==> src/rtl/vram_pkg.sv <==
`default_nettype none
// ============================================================================
// Module      : vram_pkg
// Description : Shared VRAM geometry constants and the tile-line fetch state
//               encoding.
// Revision    : 1.0 - initial release
// ============================================================================
package vram_pkg;

  localparam int TILE_LINE_W      = 256;
  localparam int TILE_LINE_ADDR_W = 12;
  localparam int TILE_PIX_ADDR_W  = 15;

  typedef enum logic [1:0] {
    FETCH_IDLE    = 2'd0,
    FETCH_WAIT    = 2'd1,
    FETCH_CAPTURE = 2'd2
  } fetch_state_t;

endpackage
`default_nettype wire

==> src/rtl/tile_line_serializer.sv <==
`default_nettype none
// ============================================================================
// Module      : tile_line_serializer
// Description : Holds the ACTIVE tile line and streams its pixels one per
//               accepted handshake, optionally right-to-left.
// Revision    : 1.0 - initial release
// ============================================================================
module tile_line_serializer
  import vram_pkg::*;
#(
  parameter int PIXEL_W     = 8,
  parameter int LINE_PIXELS = 32
) (
  input  logic                   clk,
  input  logic                   reset,
  input  logic                   load,
  input  logic [TILE_LINE_W-1:0] load_line,
  input  logic                   load_flip,
  output logic                   line_done,
  output logic                   pix_valid,
  input  logic                   pix_ready,
  output logic [PIXEL_W-1:0]     pix_data,
  output logic                   pix_last
);

  localparam int CNT_W = (LINE_PIXELS > 1) ? $clog2(LINE_PIXELS) : 1;
  localparam logic [CNT_W-1:0] C_LAST = CNT_W'(LINE_PIXELS - 1);

  logic [TILE_LINE_W-1:0] r_line;
  logic                   r_flip;
  logic                   r_full;
  logic [CNT_W-1:0]       r_cnt;
  logic [CNT_W-1:0]       w_idx;
  logic                   w_consume;

  assign w_consume = r_full && pix_ready;
  assign pix_valid = r_full;
  assign pix_last  = r_full && (r_cnt == C_LAST);
  assign line_done = w_consume && pix_last;
  assign pix_data  = r_line[int'(w_idx) * PIXEL_W +: PIXEL_W];

  // Map the emission count to a pixel slot, mirrored when flipping.
  always_comb begin
    w_idx = r_flip ? (C_LAST - r_cnt) : r_cnt;
  end

  // ACTIVE slot: a load always lands on an empty or just-emptied slot.
  always_ff @(posedge clk or posedge reset) begin
    if (reset) begin
      r_line <= '0;
      r_flip <= 1'b0;
      r_full <= 1'b0;
    end else if (load) begin
      r_line <= load_line;
      r_flip <= load_flip;
      r_full <= 1'b1;
    end else if (line_done) begin
      r_full <= 1'b0;
    end
  end

  // Pixel counter advances only on a consumed pixel and wraps after the last.
  always_ff @(posedge clk or posedge reset) begin
    if (reset) begin
      r_cnt <= '0;
    end else if (w_consume) begin
      r_cnt <= pix_last ? '0 : r_cnt + CNT_W'(1);
    end
  end

endmodule
`default_nettype wire

==> src/rtl/tile_line_reader.sv <==
`default_nettype none
// ============================================================================
// Module      : tile_line_reader
// Description : Fetches 256-bit tile lines from tile memory into a PENDING
//               slot and hands them to the serializer for gap-free pixel
//               streaming.
// Revision    : 1.0 - initial release
// ============================================================================
module tile_line_reader
  import vram_pkg::*;
#(
  parameter int READ_LATENCY = 1,
  parameter int PIXEL_W      = 8,
  parameter int LINE_PIXELS  = 32
) (
  input  logic                        clk,
  input  logic                        reset,
  input  logic                        req_valid,
  output logic                        req_ready,
  input  logic [TILE_LINE_ADDR_W-1:0] req_line,
  input  logic                        req_flip_x,
  output logic [TILE_LINE_ADDR_W-1:0] read_addr,
  input  logic [TILE_LINE_W-1:0]      read_data,
  output logic                        pix_valid,
  input  logic                        pix_ready,
  output logic [PIXEL_W-1:0]          pix_data,
  output logic                        pix_last
);

  localparam int WAIT_W = (READ_LATENCY > 1) ? $clog2(READ_LATENCY) : 1;
  localparam logic [WAIT_W-1:0] C_WAIT_LAST = WAIT_W'(READ_LATENCY - 1);

  fetch_state_t           r_state;
  fetch_state_t           w_state_next;
  logic [WAIT_W-1:0]      r_wait_cnt;
  logic                   r_started;
  logic                   r_req_flip;
  logic                   r_pend_full;
  logic [TILE_LINE_W-1:0] r_pend_line;
  logic                   r_pend_flip;

  logic                   w_accept;
  logic                   w_capture;
  logic                   w_line_done;
  logic                   w_take;
  logic                   w_bypass;
  logic                   w_load;
  logic [TILE_LINE_W-1:0] w_load_line;
  logic                   w_load_flip;

  // r_started keeps req_ready low until the first edge after reset release.
  assign req_ready   = r_started && (r_state == FETCH_IDLE) && !r_pend_full;
  assign w_accept    = req_valid && req_ready;
  assign w_capture   = (r_state == FETCH_CAPTURE);
  assign w_take      = !pix_valid || w_line_done;
  // PENDING is always empty while a fetch is in flight, so a capture that
  // coincides with the end of a line goes straight to ACTIVE.
  assign w_bypass    = w_capture && w_line_done;
  assign w_load      = (r_pend_full && w_take) || w_bypass;
  assign w_load_line = r_pend_full ? r_pend_line : read_data;
  assign w_load_flip = r_pend_full ? r_pend_flip : r_req_flip;

  // Fetch state register.
  always_ff @(posedge clk or posedge reset) begin
    if (reset) begin
      r_state <= FETCH_IDLE;
    end else begin
      r_state <= w_state_next;
    end
  end

  // Fetch next-state: accept, wait out the memory latency, capture.
  always_comb begin
    w_state_next = r_state;
    case (r_state)
      FETCH_IDLE:    if (w_accept) w_state_next = FETCH_WAIT;
      FETCH_WAIT:    if (r_wait_cnt == C_WAIT_LAST) w_state_next = FETCH_CAPTURE;
      FETCH_CAPTURE: w_state_next = FETCH_IDLE;
      default:       w_state_next = FETCH_IDLE;
    endcase
  end

  // Latency counter runs only while waiting for read_data.
  always_ff @(posedge clk or posedge reset) begin
    if (reset) begin
      r_wait_cnt <= '0;
    end else if (r_state == FETCH_WAIT) begin
      r_wait_cnt <= r_wait_cnt + WAIT_W'(1);
    end else begin
      r_wait_cnt <= '0;
    end
  end

  // Request side: latch address and flip on acceptance.
  always_ff @(posedge clk or posedge reset) begin
    if (reset) begin
      r_started  <= 1'b0;
      read_addr  <= '0;
      r_req_flip <= 1'b0;
    end else begin
      r_started <= 1'b1;
      if (w_accept) begin
        read_addr  <= req_line;
        r_req_flip <= req_flip_x;
      end
    end
  end

  // PENDING slot: filled on capture unless bypassed, drained into ACTIVE.
  always_ff @(posedge clk or posedge reset) begin
    if (reset) begin
      r_pend_full <= 1'b0;
      r_pend_line <= '0;
      r_pend_flip <= 1'b0;
    end else if (r_pend_full && w_take) begin
      r_pend_full <= 1'b0;
    end else if (w_capture && !w_bypass) begin
      r_pend_full <= 1'b1;
      r_pend_line <= read_data;
      r_pend_flip <= r_req_flip;
    end
  end

  tile_line_serializer #(
    .PIXEL_W     (PIXEL_W),
    .LINE_PIXELS (LINE_PIXELS)
  ) u_serializer (
    .clk       (clk),
    .reset     (reset),
    .load      (w_load),
    .load_line (w_load_line),
    .load_flip (w_load_flip),
    .line_done (w_line_done),
    .pix_valid (pix_valid),
    .pix_ready (pix_ready),
    .pix_data  (pix_data),
    .pix_last  (pix_last)
  );

endmodule
`default_nettype wire

==> config.mk <==
export PLATFORM = sky130hd
export DESIGN_NAME = tile_line_reader
export DESIGN_NICKNAME = d
export VERILOG_FILES = /design/src/rtl/vram_pkg.sv /design/src/rtl/tile_line_serializer.sv /design/src/rtl/tile_line_reader.sv
export SDC_FILE = /design/constraint.sdc
export NUM_CORES = 1
export LEC_CHECK = 0
export CAP_MARGIN = 20
export CORE_MARGIN = 1.5
export CORE_UTILIZATION = 46
export DETAILED_ROUTE_END_ITERATION = 10
export MAX_ROUTING_LAYER = met4
export PLACE_DENSITY = 0.71
export SYNTH_ARGS = -nofsm -noshare
export SYNTH_HDL_FRONTEND = slang
export SYNTH_SLANG_ARGS = --single-unit
==> constraint.sdc <==
create_clock -name clk -period 21.3 [get_ports clk]
set_input_delay 4.26 -clock clk [delete_from_list [all_inputs] [get_ports clk]]
set_output_delay 4.26 -clock clk [all_outputs]
set_load 0.02 [all_outputs]
==> flow_metrics.py <==
metrics = {
    "routing": {
        "vias": 17824,
        "final_antenna_net_count": 0,
        "drt_iter0_markers": 1215,
        "drc": 0,
        "vias_per_cell": 5.624,
        "drt-pass1-iter-count": 5,
        "wire_per_inst_um": 21.23,
        "wl_mm": 67.27,
    },
    "cells_and_area": {
        "antenna_cells": 0,
        "mostFrequentLayoutCells": "dfrtp_1, mux2_2, o21ai_0, clkdlybuf4s50_1, nand2_1",
        "fillCellCount": 4673,
        "area_delta_synth_final_pct": 21.14,
        "final_common_cell": "dfrtp_1",
        "nNetsFinal": 2641,
        "drive_gt1_share_pct": 22.09,
        "fin_util_pct": 56.18,
    },
    "sta": {
        "maxSlewViolCount": 0,
        "slew_headroom_pct": 16.76,
        "min_period_ns": 8.561,
        "fmax_mhz": 116.8,
        "worst_slew_pin_slew_ns": 1.249,
        "setup_viol": 0,
        "rsz0062_at_grt": "no",
        "period_share_pct": 40.19,
        "fin_skew_ns": 0.03042,
        "hold_viol_final": 0,
        "setup-tns-final_ns": 0,
    },
    "cts": {
        "cts-root-buf": "clkbuf_16",
        "clock_latency_ns": 0.62,
        "cts_resized": 0,
        "clk_path_buf_depth": 3,
        "cts.sinks": 538,
        "cts_buffers": 56,
        "htreeDepth": 2,
        "cts_tree": "done",
        "cts_setup_buffers": 0,
        "clkSlewWorstSetupHoldPaths_ns": 0.06,
        "ctsHoldBuffers": 0,
    },
    "placed_design": {
        "dpl.hpwl_mm": 46.45,
        "place.gp.congestion": 0.8773,
        "portBuffers": 295,
    },
    "synthesis": {
        "ys_ff_latch": 538,
        "synth_flop_cell": "dfrtp_1",
        "synth_edf_count": 0,
        "synth_top_family_by_area": "multiplexers",
        "synth_fa_ha_area_share_pct": 0.09607,
        "ys_warn_count": 0,
        "synthXorXnorAreaFrac_pct": 0,
        "yosysSeqAreaShare_pct": 51.69,
        "synthCells": 2156,
        "synthSimpleGateAreaFrac_pct": 6.494,
        "synth_area_um2": 26050,
        "muxShareOfSynthArea_pct": 30.48,
        "synth-compound-area-share_pct": 8.334,
        "postSynth.asyncResetShare_pct": 100.0,
        "synthesis.nets": 2431,
        "syn_area_per_cell_um2": 12.08,
        "synth_cell_types": 48,
    },
    "power": {
        "cellLeakagePower_nw": 14.09,
        "ir_worst_vdd_mv": 0.1234,
        "power_density_nw_per_um2": 163.7,
    },
    "worst_hold_path": {
        "hp-class": "reg2reg",
    },
    "grt": {
        "antenna_found_initial": 0,
        "grt_pass1_vias": 17826,
        "grt_pass1_wl_mm": 103.8,
        "gr-total-overflow": 0,
        "grt_usage_pct": 23.97,
        "grt_max_degree": 276,
    },
    "floorplan": {
        "io_pins": 296,
        "design.die.area_um2": 58060,
        "die-width_um": 241.0,
        "core_area_um2": 56170,
        "initial_core_util_pct": 46.37,
        "chipHeight_um": 241.0,
        "row_count": 87,
    },
    "outcome": {
        "run_status": "complete, no violations",
    },
    "setup_path": {
        "crit_required_ns": 17.04,
        "worstPathArrival_ns": 4.30,
        "cp_max_fo": 62,
        "start_kind": "register",
        "critPathKind": "reg2out",
        "end_kind": "output port",
    },
    "job": {
        "cap_viol_max_count": 0,
    },
}
==> cells in the mapped netlist, drive strengths merged (3+ instances only) <==
library cell / n / area, um2
and3b: 3 / 30.03
and2: 5 / 31.28
mux2i: 260 / 2603
a21o: 4 / 30.03
o22ai: 29 / 181.4
mux2: 328 / 3694
nor3b: 5 / 37.54
a21oi: 3 / 26.28
nand3: 18 / 90.09
nor2: 54 / 210.2
o211ai: 7 / 52.55
dfrtp: 538 / 13460
nor2b: 5 / 31.28
nand3b: 3 / 22.52
buf: 71 / 404.1
nand2b: 4 / 25.02
clkbuf: 92 / 345.3
a22oi: 19 / 142.6
o21a: 7 / 52.55
a311oi: 7 / 61.31
o22a: 7 / 61.31
mux4: 73 / 1644
nand2: 284 / 1066
or4b: 7 / 70.07
o21ai: 301 / 1506
==> cell families after synthesis <==
kind of cell | count (synthesis)
muxes | 661
and+or+nand+nor | 399
AOI/OAI and AO/OA | 391
DFF | 538
buffers and inverters | 164
adders and majority gates | 2
other | 1
==> flip-flops by register name, indices dropped and copies added, names as in the netlist <==
signal / flops
r_pend_flip: 1
r_pend_full: 1
r_pend_line: 256
r_req_flip: 1
r_started: 1
r_state: 2
r_wait_cnt: 1
read_addr: 12
u_serializer.pix_valid: 1
u_serializer.r_cnt: 5
u_serializer.r_flip: 1
u_serializer.r_line: 256
==> worst max-delay path: stages (launching register included) <==
cell and delay, ns:
dfrtp_4 0.64, buf_4 0.83, nand2_1 0.68, o22ai_1 0.30
nor2_1 0.06, o22ai_1 0.36, a311oi_1 0.17, clkdlybuf4s50_1 0.61
==> power by group <==
group / internal, mW / switching [mW]
Clock: 0.673 / 0.414
Combinational: 1.08 / 1.01
Sequential: 1.55 / 0.433
==> per-layer routing <==
| metal | GRT usage [%] | share of wire, % | vias up |
|---|---|---|---|
| li1 | - | - | 8206 |
| met4 | 6.913 | 2.3 | 0 |
| met5 | - | 0 | - |
| met1 | 33.64 | 46 | 9093 |
| met3 | 2.768 | 4.8 | 88 |
| met2 | 36.87 | 47 | 437 |
==> path summary, 6_finish.rpt <==
path                       slack (ns)                    end             startpoint  cells after the start
max reg2reg                     16.21        r_pend_line[78]  u_serializer.r_cnt[0]                     11
min                              0.46             r_state[1]             r_wait_cnt                      1
max                             12.74            pix_data[6]  u_serializer.r_cnt[1]                      7
min reg2reg                      0.46             r_state[1]             r_wait_cnt                      1
max in group asynchronous       14.49  u_serializer.r_cnt[0]                  reset                      4
min in group asynchronous        4.18       r_pend_line[151]                  reset                      2
==> stage by stage <==
stage / hold slack, ns / total power [mW] / instances / setup WS (ns) / area, um2
6_report: 0.4600 / 5.164 / 3169 / 12.74 / 31550
5_1_grt: 0.4784 / 5.493 / 3169 / 12.36 / 31550
4_1_cts: 0.4635 / 5.188 / 3167 / 12.45 / 31500
3_5_place_dp: 0.4555 / 4.083 / 3062 / 13.13 / 29410
3_3_place_gp: 0.4387 / 4.001 / 3062 / 13.20 / 29410
2_1_floorplan: 0.4314 / 3.426 / 2156 / 2.003 / 26050
==> cell type report <==
type	count	area (um2)	share of cell area [%]
sequential	538	13480	42.71
multi-input combinational	1454	11840	37.53
timing repair buffer	315	3193	10.12
clock buffer	78	1644	5.210
tap	756	945.9	2.998
clock inverter	27	441.7	1.400
inverter	1	11.26	0.03569
Power figures use the tool's default switching activity.
